===== src/rtl/seq_divider_ctrl_pkg.sv =====
// Shared types and helpers for the sequential restoring divider.
// Holds the FSM state encoding, default width and counter sizing.
package seq_divider_ctrl_pkg;

   typedef enum logic [1:0] {
      S_IDLE = 2'd0,
      S_ITER = 2'd1,
      S_DONE = 2'd2
   } div_state_t;

   localparam int DIV_WIDTH_DEFAULT = 4;

   function automatic int clog2(input int value);
      int res;
      int v;
      res = 0;
      v = value - 1;
      while (v > 0) begin
         res = res + 1;
         v = v >> 1;
      end
      if (res < 1) res = 1;
      return res;
   endfunction

endpackage


===== src/rtl/seq_divider_ctrl_addsub_unit.sv =====
// Ripple add/subtract: {cout, sum} = a + (sub ? ~b : b) + cin.
// Carry-out of a subtraction means no borrow (a >= b).
module addsub_unit #(
   parameter int N = 5
) (
   input  logic [N-1:0] a,
   input  logic [N-1:0] b,
   input  logic         sub,
   input  logic         cin,
   output logic [N:0]   res
);

   logic [N-1:0] b_eff;

   always_comb begin
      b_eff = sub ? ~b : b;
      res   = {1'b0, a} + {1'b0, b_eff} + {{N{1'b0}}, cin};
   end

endmodule


===== src/rtl/seq_divider_ctrl.sv =====
// Sequential restoring unsigned divider: one trial subtraction per cycle,
// start/busy/done handshake, registered quotient/remainder outputs.
module seq_divider_ctrl
   import seq_divider_ctrl_pkg::*;
#(
   parameter int WIDTH = DIV_WIDTH_DEFAULT
) (
   input  logic             clk,
   input  logic             rst,
   input  logic             start,
   input  logic [WIDTH-1:0] dividend,
   input  logic [WIDTH-1:0] divisor,
   output logic             busy,
   output logic             done,
   output logic [WIDTH-1:0] quotient,
   output logic [WIDTH-1:0] remainder,
   output logic             div_by_zero
);

   localparam int CW = clog2(WIDTH + 1);

   div_state_t state, state_n;

   logic [WIDTH:0]   p, p_n;
   logic [WIDTH-1:0] q, q_n;
   logic [WIDTH-1:0] d, d_n;
   logic [CW-1:0]    cnt, cnt_n;
   logic [WIDTH-1:0] quo_n, rem_n;
   logic             dbz_n;

   logic [WIDTH:0]   t;
   logic [WIDTH+1:0] sub_res;
   logic             take;

   assign t = {p[WIDTH-1:0], q[WIDTH-1]};

   addsub_unit #(.N(WIDTH + 1)) u_addsub (
      .a   (t),
      .b   ({1'b0, d}),
      .sub (1'b1),
      .cin (1'b1),
      .res (sub_res)
   );

   // p[WIDTH] stays 0 (p < d), so OR-ing it in only guards the shifted-out bit
   assign take = sub_res[WIDTH+1] | p[WIDTH];

   assign busy = (state == S_ITER);
   assign done = (state == S_DONE);

   always_comb begin
      state_n = state;
      p_n     = p;
      q_n     = q;
      d_n     = d;
      cnt_n   = cnt;
      quo_n   = quotient;
      rem_n   = remainder;
      dbz_n   = div_by_zero;
      unique case (state)
         S_IDLE, S_DONE: begin
            if (start) begin
               q_n   = dividend;
               d_n   = divisor;
               p_n   = '0;
               cnt_n = CW'(WIDTH);
               if (divisor == '0) begin
                  state_n = S_DONE;
                  quo_n   = '1;
                  rem_n   = dividend;
                  dbz_n   = 1'b1;
               end else begin
                  state_n = S_ITER;
                  dbz_n   = 1'b0;
               end
            end else begin
               state_n = S_IDLE;
            end
         end
         S_ITER: begin
            if (take) p_n = sub_res[WIDTH:0];
            else      p_n = t;
            q_n   = {q[WIDTH-2:0], take};
            cnt_n = cnt - CW'(1);
            if (cnt == CW'(1)) begin
               state_n = S_DONE;
               quo_n   = q_n;
               rem_n   = p_n[WIDTH-1:0];
               dbz_n   = 1'b0;
            end
         end
         default: state_n = S_IDLE;
      endcase
   end

   always_ff @(posedge clk) begin
      if (rst) begin
         state       <= S_IDLE;
         p           <= '0;
         q           <= '0;
         d           <= '0;
         cnt         <= '0;
         quotient    <= '0;
         remainder   <= '0;
         div_by_zero <= 1'b0;
      end else begin
         state       <= state_n;
         p           <= p_n;
         q           <= q_n;
         d           <= d_n;
         cnt         <= cnt_n;
         quotient    <= quo_n;
         remainder   <= rem_n;
         div_by_zero <= dbz_n;
      end
   end

endmodule

===== config.mk =====
export PLATFORM = sky130hd
export DESIGN_NAME = seq_divider_ctrl
export DESIGN_NICKNAME = d
export VERILOG_FILES = /design/src/rtl/seq_divider_ctrl_pkg.sv /design/src/rtl/seq_divider_ctrl_addsub_unit.sv /design/src/rtl/seq_divider_ctrl.sv
export SDC_FILE = /design/constraint.sdc
export NUM_CORES = 1
export LEC_CHECK = 0
export ABC_AREA = 1
export CORE_AREA = 2 2 78 80
export CTS_CLUSTER_DIAMETER = 40
export DETAILED_ROUTE_END_ITERATION = 10
export DIE_AREA = 0 0 80 82
export PLACE_DENSITY = 0.48
export SYNTH_ARGS = -nofsm -noshare
export SYNTH_HDL_FRONTEND = slang
export SYNTH_SLANG_ARGS = --single-unit
export TNS_END_PERCENT = 50

===== constraint.sdc =====
create_clock -name clk -period 1.5 [get_ports clk]
set_input_delay 0.15 -clock clk [delete_from_list [all_inputs] [get_ports clk]]
set_output_delay 0.15 -clock clk [all_outputs]
set_load 0.02 [all_outputs]

======== Word level (Yosys, flattened, before mapping) ========
Cells that the tools add are included.
storage, ports and cells
  output and inout bits ................... 11
  register bits ........................... 27
  word-level logic and storage cells ...... 50
  bits of input ports ..................... 11
operators by class
  reduce and logical (&&, ||, !) cells .... 8
  equal/unequal tests ..................... 6
  muxes and demuxes ....................... 23
  add/sub/neg operators ................... 3
  bitwise logic cells ..................... 2
operators with widths
  operator             number
  $mux 4               7
  $pmux 4 s2           3
  $mux 5               2
  $pmux 5 s2           1
  $add 5x5->6          1
  $add 6x1->6 const B  1
  $mux 2               3
  $pmux 3 s2           1
  $not 4->5            1
  $logic_not 4->1      1
  $ne 2x2->1 const B   2
  $pmux 2 s2           1
  $reduce_and 2->1     2
  $reduce_and 4->1     1
  $eq 3x1->1 const B   1
  $mux 1               3
  $mux 3               1
  $reduce_and 3->1     1
  $sub 3x1->3 const B  1
  $eq 2x1->1 const B   1
  $eq 2x2->1 const B   1
  $logic_not 2->1      1
  $ne 2x1->1 const B   1
  $pmux 1 s2           1
  3 further kinds      3

======== Logic depth before layout (Yosys ltp) ========
Gate-level depths: netlist of the first run.
  word-level depth ........................ 7
  gate-level depth with buffers ........... 11
  gate-level depth less buffers ........... 11

======== By module ========
From an unflattened synthesis of the first run, not the netlist that was laid out.
second synthesis, totals
  cells, all modules ...................... 219
  area total of the unflattened synthesis .. 1557.7 µm²
by module, submodules not included
  module            cells each  instances  seq. area each (µm²)  area each (µm²)
  seq_divider_ctrl  173         1          540.5                 1260.0
  addsub_unit       46          1          0.0                   297.8

======== Worst setup path after synthesis of the first run ========
No wires, ideal clock.
  path kind ............................... register -> register
  start point ............................. reg d[2]
  end point ............................... reg p[1]
  stages on the path, launching flop included .. 11
  required time ........................... 1390 ps
  arrival time ............................ 1309 ps
  clock period less this slack ............ 1418 ps
  buffers on the path ..................... 0
  library setup time ...................... 110 ps
  slack ................................... 82 ps
  path through ............................ dfxtp_1 -> inv_1 -> ha_1 -> a21oi_1 -> nand2_1 -> nand2_2 -> nand2_2 -> nand3_1 -> nand3_1 -> nand2_1 -> inv_1
on the way
  cells in the longest elaborated chain, start to end .. 6
ends and longest elaborated chain
  element                 RTL line                            text
  start, declared         seq_divider_ctrl.sv:26              logic [WIDTH-1:0] d, d_n;
  start signal, assigned  seq_divider_ctrl.sv:110             d <= d_n;
  $not 4->5               seq_divider_ctrl_addsub_unit.sv:16  b_eff = sub ? ~b : b;
  $add 5x5->6             seq_divider_ctrl_addsub_unit.sv:17  res = {1'b0, a} + {1'b0, b_eff} + {{N{1'b0}}, cin};
  $add 6x1->6             seq_divider_ctrl_addsub_unit.sv:17
  $or 1x1->1              seq_divider_ctrl.sv:46              assign take = sub_res[WIDTH+1] | p[WIDTH];
  $mux 5                  seq_divider_ctrl.sv:81              if (take) p_n = sub_res[WIDTH:0];
  $pmux 5 s2              seq_divider_ctrl.sv:60              unique case (state)
  end signal, assigned    seq_divider_ctrl.sv:108             p <= p_n;
  end, declared           seq_divider_ctrl.sv:24              logic [WIDTH:0] p, p_n;
Every way passes these cells.
A chain may end at the register's enable or synchronous reset.

======== Final worst setup path of the first run ========
  start point ............................. reg q[3]
  end point ............................... reg p[2]
on the way
  cells in the longest elaborated chain, start to end .. 5
ends and longest elaborated chain
  element                 RTL line                            text
  start, declared         seq_divider_ctrl.sv:25              logic [WIDTH-1:0] q, q_n;
  start signal, assigned  seq_divider_ctrl.sv:109             q <= q_n;
  $add 5x5->6 (*)         seq_divider_ctrl_addsub_unit.sv:17
  $add 6x1->6 (*)         seq_divider_ctrl_addsub_unit.sv:17
  $or 1x1->1              seq_divider_ctrl.sv:46
  $mux 5 (*)              seq_divider_ctrl.sv:81
  $pmux 5 s2 (*)          seq_divider_ctrl.sv:60
Every way passes the cells marked *; elsewhere a longest branch is shown, timed or not.

==> results of run 1 <==
metrics by stage:
step	util [%]	hold slack, ps	setup WS, ps
floorplan	-	298	81.7
global placement	30.9	452	-72.8
detailed placement	30.9	459	-76.7
CTS	32.0	472	7.17
global route	32.4	508	-57.3
finish	32.4	468	52.2
worst max-delay path, delay by kind of cell (launching register included):
kind / cells / cell delay, ps
XOR/XNOR: 1 / 160
buffers and inverters: 3 / 140
AND/OR/NAND/NOR: 3 / 250
adder cells (fa/ha/maj): 2 / 470
flip-flops: 1 / 340
path summary, 6_finish.rpt:
check | depth (start not counted) | startpoint | to | slack, ps
worst max-delay path | 9 | q[3] | p[2] | 50
worst max register to register | 9 | q[3] | p[2] | 50
worst min-delay path | 2 | div_by_zero | div_by_zero | 470
worst min register to register | 2 | div_by_zero | div_by_zero | 470
per-layer routing:
layer  track usage (%)  vias up  wire length [um]
met5                 0        -                 0
met4              3.05        0                27
met3              1.98        4               116
met2              19.1       23              1580
met1              14.3      560              1610
li1                  -      692                 -
flip-flops by register name, indices dropped and copies added, names as in the netlist:
| signal | cells |
|---|---|
| p | 5 |
| quotient | 4 |
| q | 4 |
| d | 4 |
| remainder | 4 |
| cnt | 3 |
| div_by_zero | 1 |
| state | 2 |
what timing repair did:
action	in CTS	in global routing
setup endpoints to repair	8	11
pin swaps	0	4
hold buffers	0	0
gates resized for setup	6	9
endpoints found under the hold margin	0	0
cells by family (layout without fill, tap and decap cells):
| group | count (synthesis) | in the layout |
|---|---|---|
| XOR/XNOR | 2 | 2 |
| buffers and inverters | 37 | 71 |
| flip-flops | 27 | 27 |
| AND/OR/NAND/NOR | 89 | 89 |
| AO/OA/AOI/OAI | 31 | 31 |
| adder cells (fa/ha/maj) | 7 | 7 |
synth_stat cells (all sizes together):
master,number
clkbuf,2
nor2,27
inv,32
nand4,6
nor3,2
fa,1
o21ai,14
or2,2
a221oi,1
xnor2,1
dfxtp,27
ha,6
o22ai,1
nand3,17
xor2,1
nand2,35
a21oi,15
buf,3
area by class of cell:
class | instances | share of cell area, %
clock inverter | 1 | 0.269
inverter | 32 | 6.72
tap | 75 | 5.04
sequential | 27 | 29.3
timing repair buffer | 35 | 17.0
clock buffer | 3 | 2.22
multi-input combinational | 129 | 39.5
where the power goes:
group / switching, mW / internal, mW / leakage (nW)
clock network: 0.238 / 0.187 / 0.0255
logic: 0.333 / 0.268 / 0.616
registers: 0.0401 / 0.785 / 0.223
total: 0.612 / 1.24 / 0.865
==> results.txt, run 1 <==
----------------------------------------------------
[Finish]
  Number of nets in the layout ... approximately 250
  Area growth from synthesis to final layout ... 33.0%
  Sequential cell area ... ~540 um^2
  Number of antenna cells inserted ... 0
  Most frequent cells in the layout ... 29 x nand2_1, 25 x inv_1, 25 x nor2_1
  Most frequent standard cell in the layout excluding fill and tap cells ... nand2_1
  Final non-filler cell total ... around 300
  Ratio of cells with drive above 1 in the final layout ... 18.9%
  Area of combinational cells with multiple inputs ... around 730 um^2
  Fin area ... ~1900 um^2
  FILL cells ... approximately 640

[Setup path]
  Slowest stage cell, crit path ... fa_2
  Capturing element type of the critical path ... flop
  Data arrival time of the worst path ... about 1600 ps
  CP Max Fanout ... 2
  Worst endpoint required time ... roughly 1700 ps
  Worst path cell trace ... inv_2 > ha_4 > inv_2 > fa_2 > xor2_1 > nand3_1 > nand3_1 > nand2_1 > inv_1
  Nature of the critical path startpoint ... flop
  Delay of the slowest critical-path stage ... roughly 350 ps
  Crit path kind ... flop to flop

[Global routing]
  Vias in the first global route ... approximately 1,200
  Pin count of the biggest net entering global routing ... 16
  Global-route wire length before repair ... 5650 um
  Number of antenna violations at the first check in global routing ... 0
  Total GRT Usage ... between 10% and 20%
  Total congestion overflow ... 0

[Place]
  Sum of net half-perimeters after detailed placement ... roughly 2600 um
  Placed cell area ... between 1500 and 2000 um^2
  Placed Cells incl. Taps ... just under 300
  Number of I/O port buffers ... 21
  Routability cong. ... ~0.73

[Die]
  Initial core utilization ... 24.3%
  Height of the die ... between 80 and 90 um
  Horizontal die dimension ... ~80 um
  Core ar. ... between 5000 and 6000 um^2
  Number of rows in the core area ... 28
  Die ar. ... ~6600 um^2
  I/O pins ... 22

[Logic synthesis]
  Fraction of synthesized cell area taken by the top area cell type ... between 30% and 40%
  Post-synthesis average cell area ... 7.25 um^2
  Ys Warns ... 0
  Count of state elements after synthesis ... 27
  Combined area of all synthesized cells ... ~1400 um^2
  Largest area contributor in the synthesized netlist ... dfxtp_1
  Largest family of logic cells by synthesized area ... simple AND/OR/NAND/NOR gates
  Cell types occupying the most area after synthesis ... dfxtp_1 39%, inv_1 7.8%, nand2_1 7.8%
  Fraction of the mapped netlist area in compound gates ... 11.4%
  Share of the synthesized netlist area taken by xor and xnor gates ... under 10%
  Total nets after synthesis ... 211
  Post-synth cell types ... 27
  Multiplexer share of the synthesized area ... 0%
  Adder and majority gate portion of the synthesized area ... 6.80%
  Sequential share of the synthesized area ... between 30% and 40%
  Number of instances in the synthesized netlist ... between 150 and 200
  Simple-gate share of the synthesized area ... 30.4%

[Timing]
  Clk_skew ... approximately 13 ps
  Post-Route Setup TNS ... 0 ps
  Tightest slew margin relative to the limit ... ~74%
  Worst Max-Slew Pin Slew ... around 400 ps
  Min Clock Period, post-route ... between 1000 and 1500 ps
  Final worst-path cycle share ... 96.5%
  Number of setup violations in the final report ... 0
  Max Fclk ... approximately 700 MHz
  Hold Violations, Final ... 0
  Unrepaired setup endpoints after global routing ... yes
  Final slew viol count ... 0

[Clock tree]
  CTS H-tree depth ... 1
  TritonCTS buffer count ... 3
  Clock buffer depth ... 2
  Clock Sinks ... 27
  Clk root buf ... clkbuf_8
  Clock slew at the register clock pins of the worst setup and hold paths ... approximately 100 ps
  Clock tree from TritonCTS ... yes
  # Post-CTS Setup Buffers ... 0
  Clock Latency Late Sink ... about 280 ps

[Detailed routing]
  Overall routed net length ... between 3000 and 4000 um
  Routed wire per std cell ... between 10 and 15 um
  First-pass iteration count of the detailed router ... 4
  Initial drt markers ... between 60 and 70
  Average vias per placed instance ... around 4.2
  DRC viols ... 0
  Count of antenna-violating nets left after detailed routing ... 0
  Total via count after detailed routing ... about 1,300

[Power and ir drop]
  Maximum resistive drop on vdd ... ~370 uV
  Overall power after layout ... between 1.5 and 2 mW
  Lkg Pwr ... roughly 0.86 nW
  Ratio of total power to cell area ... about 1000 nW/um^2

[Outcome]
  Status ... complete, no violations

[Flow run]
  Maximum capacitance violations ... 0

[Worst hold path]
  HP Class ... flop to flop

----------------------------------------------------
Note: power is estimated with default switching activity, not from simulation.
==> run 2: changes to the inputs <==
Clock period 1.5 ns to 1.2 ns, I/O delays scaled along.
==> run 2 against run 1 <==
  * The flow now finishes with violations (negative setup slack)
  * First-iteration DRC count shrank 9.5%
  * Total power is 34% higher
  * Sequential share of layout area down 3.1 points
  * Largest cell class unchanged
  * Largest power group unchanged
==> results.txt, run 2 (synthesis gave the netlist of run 1 again) <==
----------------------------------------------------
[Outcome]
  Status ... finished, violations left
  Violated checks ... negative setup slack

[Clock tree]
  Clock slew at the register clock pins of the worst setup and hold paths ... 90 ps (about the same)
  TritonCTS buffer count ... 3 (unchanged)
  CTS H-tree depth ... 1 (unchanged)
  Clock buffer depth ... 2 (unchanged)
  Clock Latency Late Sink ... 270 ps (about the same)
  Clk root buf ... clkbuf_8
  Clock Sinks ... 27 (unchanged)
  Clock tree from TritonCTS ... yes

[Detailed routing]
  Overall routed net length ... 3470 um (+4.1%)
  Total via count after detailed routing ... 1,342 (+4.9%)
  Count of antenna-violating nets left after detailed routing ... 0 (unchanged)
  DRC viols ... 0 (unchanged)
  Routed wire per std cell ... 10.9 um (-1.2%)
  Initial drt markers ... 57 (-9.5%)
  First-pass iteration count of the detailed router ... 4 (unchanged)
  Average vias per placed instance ... 4.22 (-0.35%)

[Setup path]
  Nature of the critical path startpoint ... flop
  Worst path cell trace ... inv_2 > ha_4 > a21oi_4 > nand2_2 > nand2_4 > nand2_8 > nand3_4 > nand3_2 > nand2_1 > inv_1
  Crit path kind ... flop to flop
  CP Max Fanout ... 6 (+4)
  Critical path buffer and inverter count ... 2 (-1)
  Data arrival time of the worst path ... 1610 ps (-30 ps)
  Delay of the slowest critical-path stage ... 330 ps (-20 ps)
  Cell class contributing the biggest share of worst-path delay ... simple AND/OR/NAND/NOR gates
  Worst endpoint required time ... 1380 ps (-310 ps)
  Capturing element type of the critical path ... flop
  Slowest stage cell, crit path ... dfxtp_2

[Finish]
  Area growth from synthesis to final layout ... 50.9%
  Top reg by flops ... p
  Ratio of cells with drive above 1 in the final layout ... 31.7% (+13 points)
  Final non-filler cell total ... 318 (+5.3%)
  Number of antenna cells inserted ... 0 (unchanged)
  Most frequent cells in the layout ... 28 x nand2_1, 28 x buf_4, 25 x inv_1, 25 x nor2_1, 20 x dfxtp_1
  Utilization of the core after routing ... 36.7% (+4.4 points)
  Flip-flop count of the largest register, all copies and words added ... 5 (unchanged)
  Fin area ... 2110 um^2 (+13%)
  Number of nets in the layout ... 262 (+6.5%)

[Timing]
  Final worst-path cycle share ... 119% (+23 points)
  Number of setup violations in the final report ... 14 (+14)
  Worst Max-Slew Pin Slew ... 408 ps (+12.2 ps)
  Post-Route Setup TNS ... -2320 ps (-2320 ps)
  Hold Violations, Final ... 0 (unchanged)
  Final slew viol count ... 0 (unchanged)
  Tightest slew margin relative to the limit ... 72.8% (-0.81 points)
  WHS ... 464 ps (-4.25 ps)
  Final worst slack ... -232 ps (-285 ps)
  Max Fclk ... 698 MHz (+1.1%)
  Clk_skew ... 2.10 ps (-10.4 ps)
  Min Clock Period, post-route ... 1430 ps (-15.5 ps)
  Unrepaired setup endpoints after global routing ... yes

[Global routing]
  Total GRT Usage ... 11.3% (+0.17 points)
  Global-route wire length before repair ... 5880 um (+4.0%)
  Total congestion overflow ... 0 (unchanged)
  Pin count of the biggest net entering global routing ... 15 (-1)
  Vias in the first global route ... 1,320 (+6.2%)
  Number of antenna violations at the first check in global routing ... 0 (unchanged)

[Die]
  Horizontal die dimension ... 80 um (unchanged)
  Die ar. ... 6560 um^2 (unchanged)
  Height of the die ... 82 um (unchanged)
  I/O pins ... 22 (unchanged)
  Number of rows in the core area ... 28 (unchanged)
  Core ar. ... 5750 um^2 (unchanged)
  Initial core utilization ... 24.3% (unchanged)

[Power and ir drop]
  Overall power after layout ... 2.48 mW (+34%)
  Ratio of total power to cell area ... 1170 nW/um^2 (+18%)
  Maximum resistive drop on vdd ... 395 uV (+6.6%)
  Lkg Pwr ... 1.00 nW (+16%)

[Place]
  Routability cong. ... 0.725 (-0.86%)
  Placed cell area ... 1920 um^2 (+8.1%)
  Sum of net half-perimeters after detailed placement ... 2610 um (+1.5%)
  Number of I/O port buffers ... 21 (unchanged)
  Minimum setup slack after placement ... -309 ps (-233 ps)
  Placed Cells incl. Taps ... 311 (+4.4%)

[Flow run]
  Maximum capacitance violations ... 0 (unchanged)

[Worst hold path]
  HP Class ... flop to flop

----------------------------------------------------
==> run 2: cell types whose count changed in the layout (fill, tap and decap cells not counted), sizes merged <==
cell	delta
buf	+17
clkdlybuf4s50	-9
clkbuf	+1
clkdlybuf4s15	+1
dlymetal6s2s	-1
clkinv	-1
dlygate4sd2	+8
==> run 2: area by class of cell <==
cell class,count,area (um^2)
Tap cell,75,93.8
Sequential cell,27,552
Timing Repair Buffer,51,427
Inverter,32,130
Fill cell,644,3630
Clock buffer,4,45.0
Multi-Input combinational cell,129,863
==> run 2: what timing repair did <==
action / CTS / global route
pin swaps: 8 / 8
setup buffers: 2 / 1
gates resized for setup: 27 / 20
endpoints found under the setup margin: 28 / 21
hold buffers: 0 / 0
hold endpoints to repair: 0 / 0
==> run 2: path summary, 6_finish.rpt <==
| path | start | cells after the start | slack, ps | end |
|---|---|---|---|---|
| hold / removal | div_by_zero | 2 | 460 | div_by_zero |
| hold reg to reg | div_by_zero | 2 | 460 | div_by_zero |
| setup / recovery | d[2] | 10 | -230 | p[2] |
| setup reg to reg | d[2] | 10 | -230 | p[2] |
==> run 2: layer usage <==
layer / track usage (%) / wire length, um
met5: 0 / 0
met4: 2.54 / 21
met3: 1.76 / 59
met2: 19.4 / 1680
met1: 14.8 / 1710
==> run 2: power by group <==
group	internal, mW	leakage [nW]	switching (mW)
Combinational	0.407	0.757	0.516
Sequential	0.983	0.224	0.0476
Clock	0.238	0.0228	0.285
==> run 2: worst reg2reg max path: stages, from the launching register on <==
cell	delay (ps)
dfxtp_2	330
inv_2	40
ha_4	250
a21oi_4	160
nand2_2	80
nand2_4	120
nand2_8	100
nand3_4	110
nand3_2	60
nand2_1	60
inv_1	40
